## src/rtl/dmem_arbiter_pkg.sv

```systemverilog
// Shared widths, func3 codes and arbiter state encodings for the data-memory arbiter.
package dmem_arbiter_pkg;

  localparam int AddrWidth  = 32;
  localparam int DataWidth  = 32;
  localparam int Func3Width = 3;

  localparam logic [Func3Width-1:0] F3_B  = 3'd0;
  localparam logic [Func3Width-1:0] F3_H  = 3'd1;
  localparam logic [Func3Width-1:0] F3_W  = 3'd2;
  localparam logic [Func3Width-1:0] F3_BU = 3'd4;
  localparam logic [Func3Width-1:0] F3_HU = 3'd5;

  typedef enum logic {
    ARB_IDLE  = 1'b0,
    ARB_LOCK1 = 1'b1
  } arb_state_e;

  function automatic logic [3:0] sat_inc4(input logic [3:0] v);
    return (v == 4'hF) ? v : v + 4'd1;
  endfunction

endpackage

```

## src/rtl/dmem_arbiter_mem_access_check.sv

```systemverilog
// Combinational legality check of one memory access: width code, alignment and store width.
module mem_access_check
  import dmem_arbiter_pkg::*;
(
  input  logic                  we,
  input  logic [Func3Width-1:0] func3,
  input  logic [1:0]            addr,
  output logic                  legal
);

  logic w_fmt_ok;

  // Alignment and encoding legality per width code
  always_comb begin
    w_fmt_ok = 1'b0;
    case (func3)
      F3_B, F3_BU: w_fmt_ok = 1'b1;
      F3_H, F3_HU: w_fmt_ok = (addr != 2'b11);
      F3_W:        w_fmt_ok = (addr == 2'b00);
      default:     w_fmt_ok = 1'b0;
    endcase
  end

  // Unsigned widths exist only for loads
  assign legal = w_fmt_ok & ~(we & (func3 > F3_W));

endmodule

```

## src/rtl/dmem_arbiter.sv

```systemverilog
// Two-port arbiter in front of the single-ported data memory: port 0 priority,
// bounded wait for port 1, port 1 burst lock, legality check and registered responses.
module dmem_arbiter
  import dmem_arbiter_pkg::*;
#(
  parameter int unsigned MAX_WAIT = 4
) (
  input  logic                  clk,
  input  logic                  rst,
  input  logic                  req0,
  input  logic                  req1,
  input  logic                  we0,
  input  logic                  we1,
  input  logic [Func3Width-1:0] func30,
  input  logic [Func3Width-1:0] func31,
  input  logic [AddrWidth-1:0]  addr0,
  input  logic [AddrWidth-1:0]  addr1,
  input  logic [DataWidth-1:0]  wdata0,
  input  logic [DataWidth-1:0]  wdata1,
  input  logic                  lock1,
  output logic                  gnt0,
  output logic                  gnt1,
  output logic                  stall0,
  output logic                  rvalid0,
  output logic                  rvalid1,
  output logic [DataWidth-1:0]  rdata0,
  output logic [DataWidth-1:0]  rdata1,
  output logic                  err0,
  output logic                  err1,
  output logic                  memWriteEnable,
  output logic [Func3Width-1:0] memFunc3,
  output logic [AddrWidth-1:0]  memAddr,
  output logic [DataWidth-1:0]  memWriteData,
  input  logic [DataWidth-1:0]  memReadData
);

  localparam logic [3:0] LP_MAX_WAIT = 4'(MAX_WAIT);

  arb_state_e             r_state;
  logic [3:0]             r_wait_cnt;
  logic                   r_rvalid0;
  logic                   r_rvalid1;
  logic [DataWidth-1:0]   r_rdata0;
  logic [DataWidth-1:0]   r_rdata1;
  logic                   r_err0;
  logic                   r_err1;

  logic                   w_pick0;
  logic                   w_pick1;
  logic                   w_we;
  logic                   w_legal;
  logic [Func3Width-1:0]  w_func3;
  logic [AddrWidth-1:0]   w_addr;
  logic [DataWidth-1:0]   w_wdata;
  logic [DataWidth-1:0]   w_load_data;

  // Winner selection; port 1 takes over once it has waited MAX_WAIT cycles
  always_comb begin
    w_pick0 = 1'b0;
    w_pick1 = 1'b0;
    case (r_state)
      ARB_IDLE: begin
        if (req0 && (r_wait_cnt < LP_MAX_WAIT)) begin
          w_pick0 = 1'b1;
        end else if (req1) begin
          w_pick1 = 1'b1;
        end else begin
          w_pick0 = req0;
        end
      end
      ARB_LOCK1: w_pick1 = req1;
      default: begin
        w_pick0 = 1'b0;
        w_pick1 = 1'b0;
      end
    endcase
  end

  assign gnt0   = w_pick0 & ~rst;
  assign gnt1   = w_pick1 & ~rst;
  assign stall0 = req0 & ~gnt0;

  assign w_we    = gnt1 ? we1    : we0;
  assign w_func3 = gnt1 ? func31 : func30;
  assign w_addr  = gnt1 ? addr1  : addr0;
  assign w_wdata = gnt1 ? wdata1 : wdata0;

  mem_access_check u_check (
    .we    (w_we),
    .func3 (w_func3),
    .addr  (w_addr[1:0]),
    .legal (w_legal)
  );

  assign memWriteEnable = (gnt0 | gnt1) & w_we & w_legal;
  assign memFunc3       = w_func3;
  assign memAddr        = w_addr;
  assign memWriteData   = w_wdata;
  assign w_load_data    = (w_we | ~w_legal) ? {DataWidth{1'b0}} : memReadData;

  // Lock state and port 1 starvation counter
  always_ff @(posedge clk or posedge rst) begin
    if (rst) begin
      r_state    <= ARB_IDLE;
      r_wait_cnt <= 4'd0;
    end else begin
      case (r_state)
        ARB_IDLE:  if (gnt1 && lock1)  r_state <= ARB_LOCK1;
        ARB_LOCK1: if (gnt1 && !lock1) r_state <= ARB_IDLE;
        default:   r_state <= ARB_IDLE;
      endcase
      if (gnt1 || !req1) begin
        r_wait_cnt <= 4'd0;
      end else begin
        r_wait_cnt <= sat_inc4(r_wait_cnt);
      end
    end
  end

  // One-cycle response registers, load data captured at the end of the grant cycle
  always_ff @(posedge clk or posedge rst) begin
    if (rst) begin
      r_rvalid0 <= 1'b0;
      r_rvalid1 <= 1'b0;
      r_rdata0  <= {DataWidth{1'b0}};
      r_rdata1  <= {DataWidth{1'b0}};
      r_err0    <= 1'b0;
      r_err1    <= 1'b0;
    end else begin
      r_rvalid0 <= gnt0;
      r_rvalid1 <= gnt1;
      r_rdata0  <= gnt0 ? w_load_data : {DataWidth{1'b0}};
      r_rdata1  <= gnt1 ? w_load_data : {DataWidth{1'b0}};
      r_err0    <= gnt0 & ~w_legal;
      r_err1    <= gnt1 & ~w_legal;
    end
  end

  assign rvalid0 = r_rvalid0;
  assign rvalid1 = r_rvalid1;
  assign rdata0  = r_rdata0;
  assign rdata1  = r_rdata1;
  assign err0    = r_err0;
  assign err1    = r_err1;

endmodule
```

## config.mk

```make
export PLATFORM = sky130hd
export DESIGN_NAME = dmem_arbiter
export DESIGN_NICKNAME = d
export VERILOG_FILES = /design/src/rtl/dmem_arbiter_pkg.sv /design/src/rtl/dmem_arbiter_mem_access_check.sv /design/src/rtl/dmem_arbiter.sv
export SDC_FILE = /design/constraint.sdc
export NUM_CORES = 1
export LEC_CHECK = 0
export ABC_AREA = 1
export BUFFER_PORTS_ARGS = -buffer_cell sky130_fd_sc_hd__clkbuf_2
export CORE_AREA = 5 5 118 120
export DETAILED_ROUTE_END_ITERATION = 8
export DIE_AREA = 0 0 123 125
export PLACE_DENSITY = 0.66
export SLEW_MARGIN = 20
export SYNTH_ARGS = -nofsm -noshare
export SYNTH_HDL_FRONTEND = slang
export SYNTH_SLANG_ARGS = --single-unit
```

## constraint.sdc

```tcl
create_clock -name clk -period 4.6 [get_ports clk]
set_clock_uncertainty 0.05 [all_clocks]
set_input_delay 0.69 -clock clk [delete_from_list [all_inputs] [get_ports clk]]
set_output_delay 0.69 -clock clk [all_outputs]
set_load 0.05 [all_outputs]
```

-- Yosys cells after proc, flatten, opt, wreduce, memory -nomap -nowiden
Index checks and enable logic that the tools add are counted.
- register bits: 73
- word-level logic and storage cells: 63
- input bits: 173
- equality and inequality tests: 7
- order comparisons: 2
- reductions and logical operators: 10
- bitwise operators: 16
- $add $sub $neg: 1
- mux-type cells: 19
- operators by type and width (kind ; count):
    32-bit 2-to-1 mux ; 5
    1-bit AND ; 9
    1-bit 2-to-1 mux ; 8
    4-bit 2-to-1 mux ; 2
    3-bit == test, second input constant ; 2
    1-bit NOT ; 5
    4-bit by 1-bit adder with 4-bit output, second input constant ; 1
    4-bit == test, second input constant ; 1
    4-bit by 3-bit less-than comparator with 1-bit output, second input constant ; 1
    2-bit != test, second input constant ; 2
    1-bit case mux with 2 select lines ; 2
    2-bit OR reduction ; 2
    3-bit by 1-bit == test with 1-bit output, second input constant ; 1
    3-bit by 2-bit == test with 1-bit output, second input constant ; 1
    3-bit by 2-bit > comparator with 1-bit output, second input constant ; 1
    1-bit logical AND ; 3
    3-bit logical NOT ; 1
    3-bit 2-to-1 mux ; 1
    1-bit case mux with 3 select lines ; 1
    1-bit logical NOT ; 2
    2-bit logical NOT ; 1
    1-bit OR ; 2
    1-bit logical OR ; 1

-- Depth between registers and ports, before layout
- word-level depth: 14
- depth in mapped cells: 12
- depth with buffers taken out: 12

-- Modules after synthesis
Synthesis repeated with hierarchy kept, for this count alone.
- cells, all modules: 455
- area total of the unflattened synthesis: 3450.8 µm²
- modules (own cells, without submodules) (module ; sequential area each (µm²) ; area each (µm²) ; times used ; cells an instance):
    dmem_arbiter ; 1826.8 ; 3405.8 ; 1 ; 443
    mem_access_check ; 0.0 ; 45.0 ; 1 ; 12

-- Worst setup path before layout
Ideal clock, no wire load.
- path kind: input-to-output
- start point: in req1
- end point: out memWriteEnable
- buffers on the path: 1
- required time: 3860 ps
- stages: 11
- slack: 1341 ps
- arrival time: 2519 ps
- cell sequence: inv_1 -> nor2_4 -> nand2_4 -> buf_6 -> nand2_1 -> nand2_1 -> inv_2 -> nand2_2 -> nand2_4 -> nand2_1 -> nor2_1
- word-level cells in the longest chain between the ends: 10
- elaborated cells between the ends (all ways): 28
- classes of those cells: 1 x order compare; 5 x eq/ne; 10 x mux; 8 x bitwise; 4 x reduce/logical
- ends and longest elaborated chain (element ; RTL line ; RTL):
    start, declared ; dmem_arbiter.sv:11 ; input logic req1,
    1-bit 2-to-1 mux ; dmem_arbiter.sv:65 ; end else if (req1) begin
    1-bit 2-to-1 mux ; dmem_arbiter.sv:63 ; if (req0 && (r_wait_cnt < LP_MAX_WAIT)) begin
    1-bit case mux with 2 select lines * ; dmem_arbiter.sv:61 ; case (r_state)
    1-bit AND * ; dmem_arbiter.sv:80 ; assign gnt1 = w_pick1 & ~rst;
    3-bit 2-to-1 mux * ; dmem_arbiter.sv:84 ; assign w_func3 = gnt1 ? func31 : func30;
    named net memFunc3[1] ; dmem_arbiter.sv:31 ; output logic [Func3Width-1:0] memFunc3,
    3-bit by 1-bit == test with 1-bit output, or another cell as far along ; dmem_arbiter_mem_access_check.sv:16 ; case (func3)
    2-bit OR reduction / 1-bit AND (equally long branches) ; dmem_arbiter_mem_access_check.sv:16, dmem_arbiter_mem_access_check.sv:25 ;
    1-bit case mux with 3 select lines / 1-bit NOT (equally long branches) ; dmem_arbiter_mem_access_check.sv:16, dmem_arbiter_mem_access_check.sv:25 ;
    1-bit AND * ; dmem_arbiter_mem_access_check.sv:25 ; assign legal = w_fmt_ok & ~(we & (func3 > F3_W));
    1-bit AND * ; dmem_arbiter.sv:95 ; assign memWriteEnable = (gnt0 | gnt1) & w_we & w_legal;
    end, declared ; dmem_arbiter.sv:30 ; output logic memWriteEnable,
Mark *: on every way through the listed nets, which the timed path passes. The rest lies on a longest branch.

-- Final worst setup path
- start point: reg r_wait_cnt[2]
- end point: out memWriteEnable
- word-level cells in the longest chain between the ends: 11
- elaborated cells between the ends (all ways): 28
- classes of those cells: 2 x order compare; 5 x eq/ne; 8 x mux; 8 x bitwise; 5 x reduce/logical
- ends and longest elaborated chain (element ; RTL line ; RTL):
    start, declared ; dmem_arbiter.sv:40 ; logic [3:0] r_wait_cnt;
    start signal, assigned ; dmem_arbiter.sv:115 ; r_wait_cnt <= sat_inc4(r_wait_cnt);
    4-bit by 3-bit less-than comparator with 1-bit output * ; dmem_arbiter.sv:63 ;
    1-bit logical AND * ; dmem_arbiter.sv:63 ;
    1-bit 2-to-1 mux ; dmem_arbiter.sv:63 ;
    1-bit case mux with 2 select lines ; dmem_arbiter.sv:61 ;
    1-bit AND ; dmem_arbiter.sv:80 ;
    3-bit 2-to-1 mux ; dmem_arbiter.sv:84 ;
    3-bit by 1-bit == test with 1-bit output, or another cell as far along ; dmem_arbiter_mem_access_check.sv:16 ;
    2-bit OR reduction / 1-bit AND (equally long branches) ; dmem_arbiter_mem_access_check.sv:16, dmem_arbiter_mem_access_check.sv:25 ;
    1-bit case mux with 3 select lines / 1-bit NOT (equally long branches) ; dmem_arbiter_mem_access_check.sv:16, dmem_arbiter_mem_access_check.sv:25 ;
    1-bit AND ; dmem_arbiter_mem_access_check.sv:25 ;
    1-bit AND * ; dmem_arbiter.sv:95 ;
Mark *: on every way between the ends. The rest lies on a longest branch, timed or not.

==> impl_metrics.env <==
export IMPL_hold_depth=1
export IMPL_vias_per_cell=4.25
export IMPL_setup_tns_ns=0
export IMPL_gp_congestion=0.940
export IMPL_irDropWorstVdd_mv=0.148
export IMPL_grt_usage_pct=18.1
export IMPL_relSlewSlack_pct=47.3
export IMPL_synth_most_common_cell="nand2_1"
export IMPL_nets=926
export IMPL_cts_resized=0
export IMPL_period_share_pct=74.9
export IMPL_ys_flop_type="dfrtp_1"
export IMPL_syn_num_nets=625
export IMPL_async_flop_share_pct=100
export IMPL_worst_pin_slew_ns=0.790
export IMPL_drive_gt1_share_pct=50.2
export IMPL_grt_pass1_wl_microns=21300
export IMPL_row_count=42
export IMPL_fillCellCount=1319
export IMPL_io_buffers=311
export IMPL_start_util_pct=28.1
export IMPL_cts_hold_buf=0
export IMPL_cts_num_sinks=73
export IMPL_synth_top_area_share_pct=50.6
export IMPL_finalHoldViolCount=0
export IMPL_syn_inst=451
export IMPL_critPathArrivalTime_ns=2.70
export IMPL_clock_latency_ns=0.33
export IMPL_reg2reg_depth=12
export IMPL_end_kind="output pin"
export IMPL_vias=3961
export IMPL_p_leak_uw=0.00339
export IMPL_clockBufferDepth=2
export IMPL_dp_worst_setup_slack_ns=1.22
export IMPL_wire_per_inst_microns=15.1
export IMPL_synth_common_cells="nand2_1, dfrtp_1, nor2_1"
export IMPL_finalWirelength_microns=14100
export IMPL_first_global_vias=3993
export IMPL_cp_start_kind="register"
export IMPL_yosysWarnings=0
export IMPL_placed_cell_area_sq_um=5260
export IMPL_grt_overflow_total=0
export IMPL_critical_path_class="reg -> out"
export IMPL_drt_iter0_markers=206
export IMPL_fmax_mhz=290
export IMPL_ys_types=25
export IMPL_grt_max_degree=46
export IMPL_area_growth_pct=54.5
export IMPL_n_antenna_cell=0
export IMPL_avgSynthCellArea_sq_um=8.01
export IMPL_holdPathEnd="rvalid0"
export IMPL_cts_root_buf="clkbuf_16"
export IMPL_fp_dieH_microns=125
export IMPL_antenna_found_initial=0
export IMPL_synthTopCellsByArea="dfrtp_1, nand2_1, nand3_2, nor2_1, buf_12"
export IMPL_dpl_hpwl_microns=11300
export IMPL_reg2reg_to="rdata0[0]"
export IMPL_postLayoutCoreUtil_pct=43.4
export IMPL_rsz0062_at_grt="false"
export IMPL_drv_slew=0
export IMPL_setup_viol=0
export IMPL_synth_edf_count=0
export IMPL_critPathRequiredTime_ns=3.86
export IMPL_cts_tree="built"
export IMPL_pin_count=312
export IMPL_cap_violations=0
export IMPL_drtAntennaViolNets=0
export IMPL_synth_yosys_seq_area_share_pct=50.6
export IMPL_critPathMaxFanout=43
export IMPL_min_period_ns=3.44
export IMPL_dr_pass1_iters=4
export IMPL_post_cts_buffers=0
export IMPL_reg2reg_from="r_wait_cnt[2]"
export IMPL_hold_path_class="reg -> reg"
export IMPL_cts_made_buffers=9
export IMPL_stdcell_area_sq_um=5580
export IMPL_clkSlewWorstSetupHoldPaths_ns=0.05
export IMPL_syn_area_sq_um=3610
export IMPL_die_x_microns=123
export IMPL_dieArea_sq_um=15400
export IMPL_outcome="complete, no violations"
export IMPL_rrSetupSlack_ns=1.87
export IMPL_htreeDepth=3
export IMPL_synth_seq_cells=73
export IMPL_worst_slack_ns=1.16
export IMPL_drc=0
export IMPL_coreArea_sq_um=12900
export IMPL_synth_top_area_cell="dfrtp_1"
export IMPL_powerDensity_nw_per_um2=366
## critical path: stages (launching register included)
cell and delay [ns]:
dfrtp_1 0.41, nor2_2 0.19, nand3_4 0.13, nand2_4 0.31, buf_4 0.47, nand2_1 0.10, nand2_1 0.12, nand3_1 0.10
nand2_2 0.08, nand2_4 0.04, nand2_1 0.08, nor2_1 0.05, clkbuf_2 0.24
## registers in the layout, indices dropped and copies added, names as in the netlist, named ones only
signal      count
err0            1
err1            1
r_wait_cnt      4
rdata0         32
rdata1         32
rvalid0         1
rvalid1         1
## kinds of logic (layout without fill, tap and decap cells)
kind of cell	Yosys count	in the layout	synth area share [%]
flip-flops	73	73	50.6
XOR/XNOR	2	2	0.485
adder cells (fa/ha/maj)	1	1	0.346
AND/OR/NAND/NOR	328	328	41.5
AO/OA/AOI/OAI	6	6	0.831
buffers and inverters	41	347	6.27
## through the flow
step / total power (uW) / hold WS, ns / cells
5_1_grt: 2140 / 0.455 / 933
3_5_place_dp: 1320 / 0.425 / 917
2_1_floorplan: 1130 / 0.480 / 451
4_1_cts: 2070 / 0.433 / 933
6_report: 2040 / 0.433 / 933
3_3_place_gp: 1320 / 0.428 / 917
## cells in the final DEF (no fill, tap or decap)
cell and count:
clkbuf_16 9, nand3_4 1, buf_4 6, clkinv_2 2, nand2_2 4, nand2_1 203, o21ai_1 1, nand2_4 3
inv_1 9, a21oi_1 2, nor2_1 72, nand3_2 30, nor3_1 1, inv_2 4, clkbuf_1 1, o21ai_0 3
clkbuf_2 311, clkbuf_8 1, dfrtp_1 73, nor3_2 1, bufinv_16 2, clkinv_4 1, nor2_4 1, nor2_2 4
nand3_1 8, xor2_1 2, ha_1 1, clkinv_1 1
## layout make-up
class,count,area [sq um],share of cell area [%]
Clock buffer,11,243,4.35
Clock inverter,5,78.8,1.41
Inverter,14,52.6,0.941
Multi-Input combinational cell,337,1560,27.9
Sequential cell,73,1830,32.7
Tap cell,176,220,3.94
Timing Repair Buffer,317,1600,28.7
## layer usage
metal,GRT usage [%],routed length (microns)
met1,20.8,5340
met5,0,0
met2,32.3,7220
met4,6.25,344
met3,4.43,1150
## worst max-delay path by stage
stage / start / endpoint / slack [ns] / depth (start not counted)
finish: r_wait_cnt[2] / memWriteEnable / 1.16 / 12
global route: r_wait_cnt[2] / memWriteEnable / 0.92 / 12
global placement: rst / memWriteData[11] / 1.27 / 8
floorplan: req1 / memWriteEnable / 1.34 / 11
detailed placement: rst / memWriteData[11] / 1.22 / 8
CTS: r_wait_cnt[2] / memWriteEnable / 1.11 / 12
## where the power goes
group	internal [uW]	switching, uW
sequential	662	7.34
combinational	155	477
clock	488	252
Power figures use the tool's default switching activity.
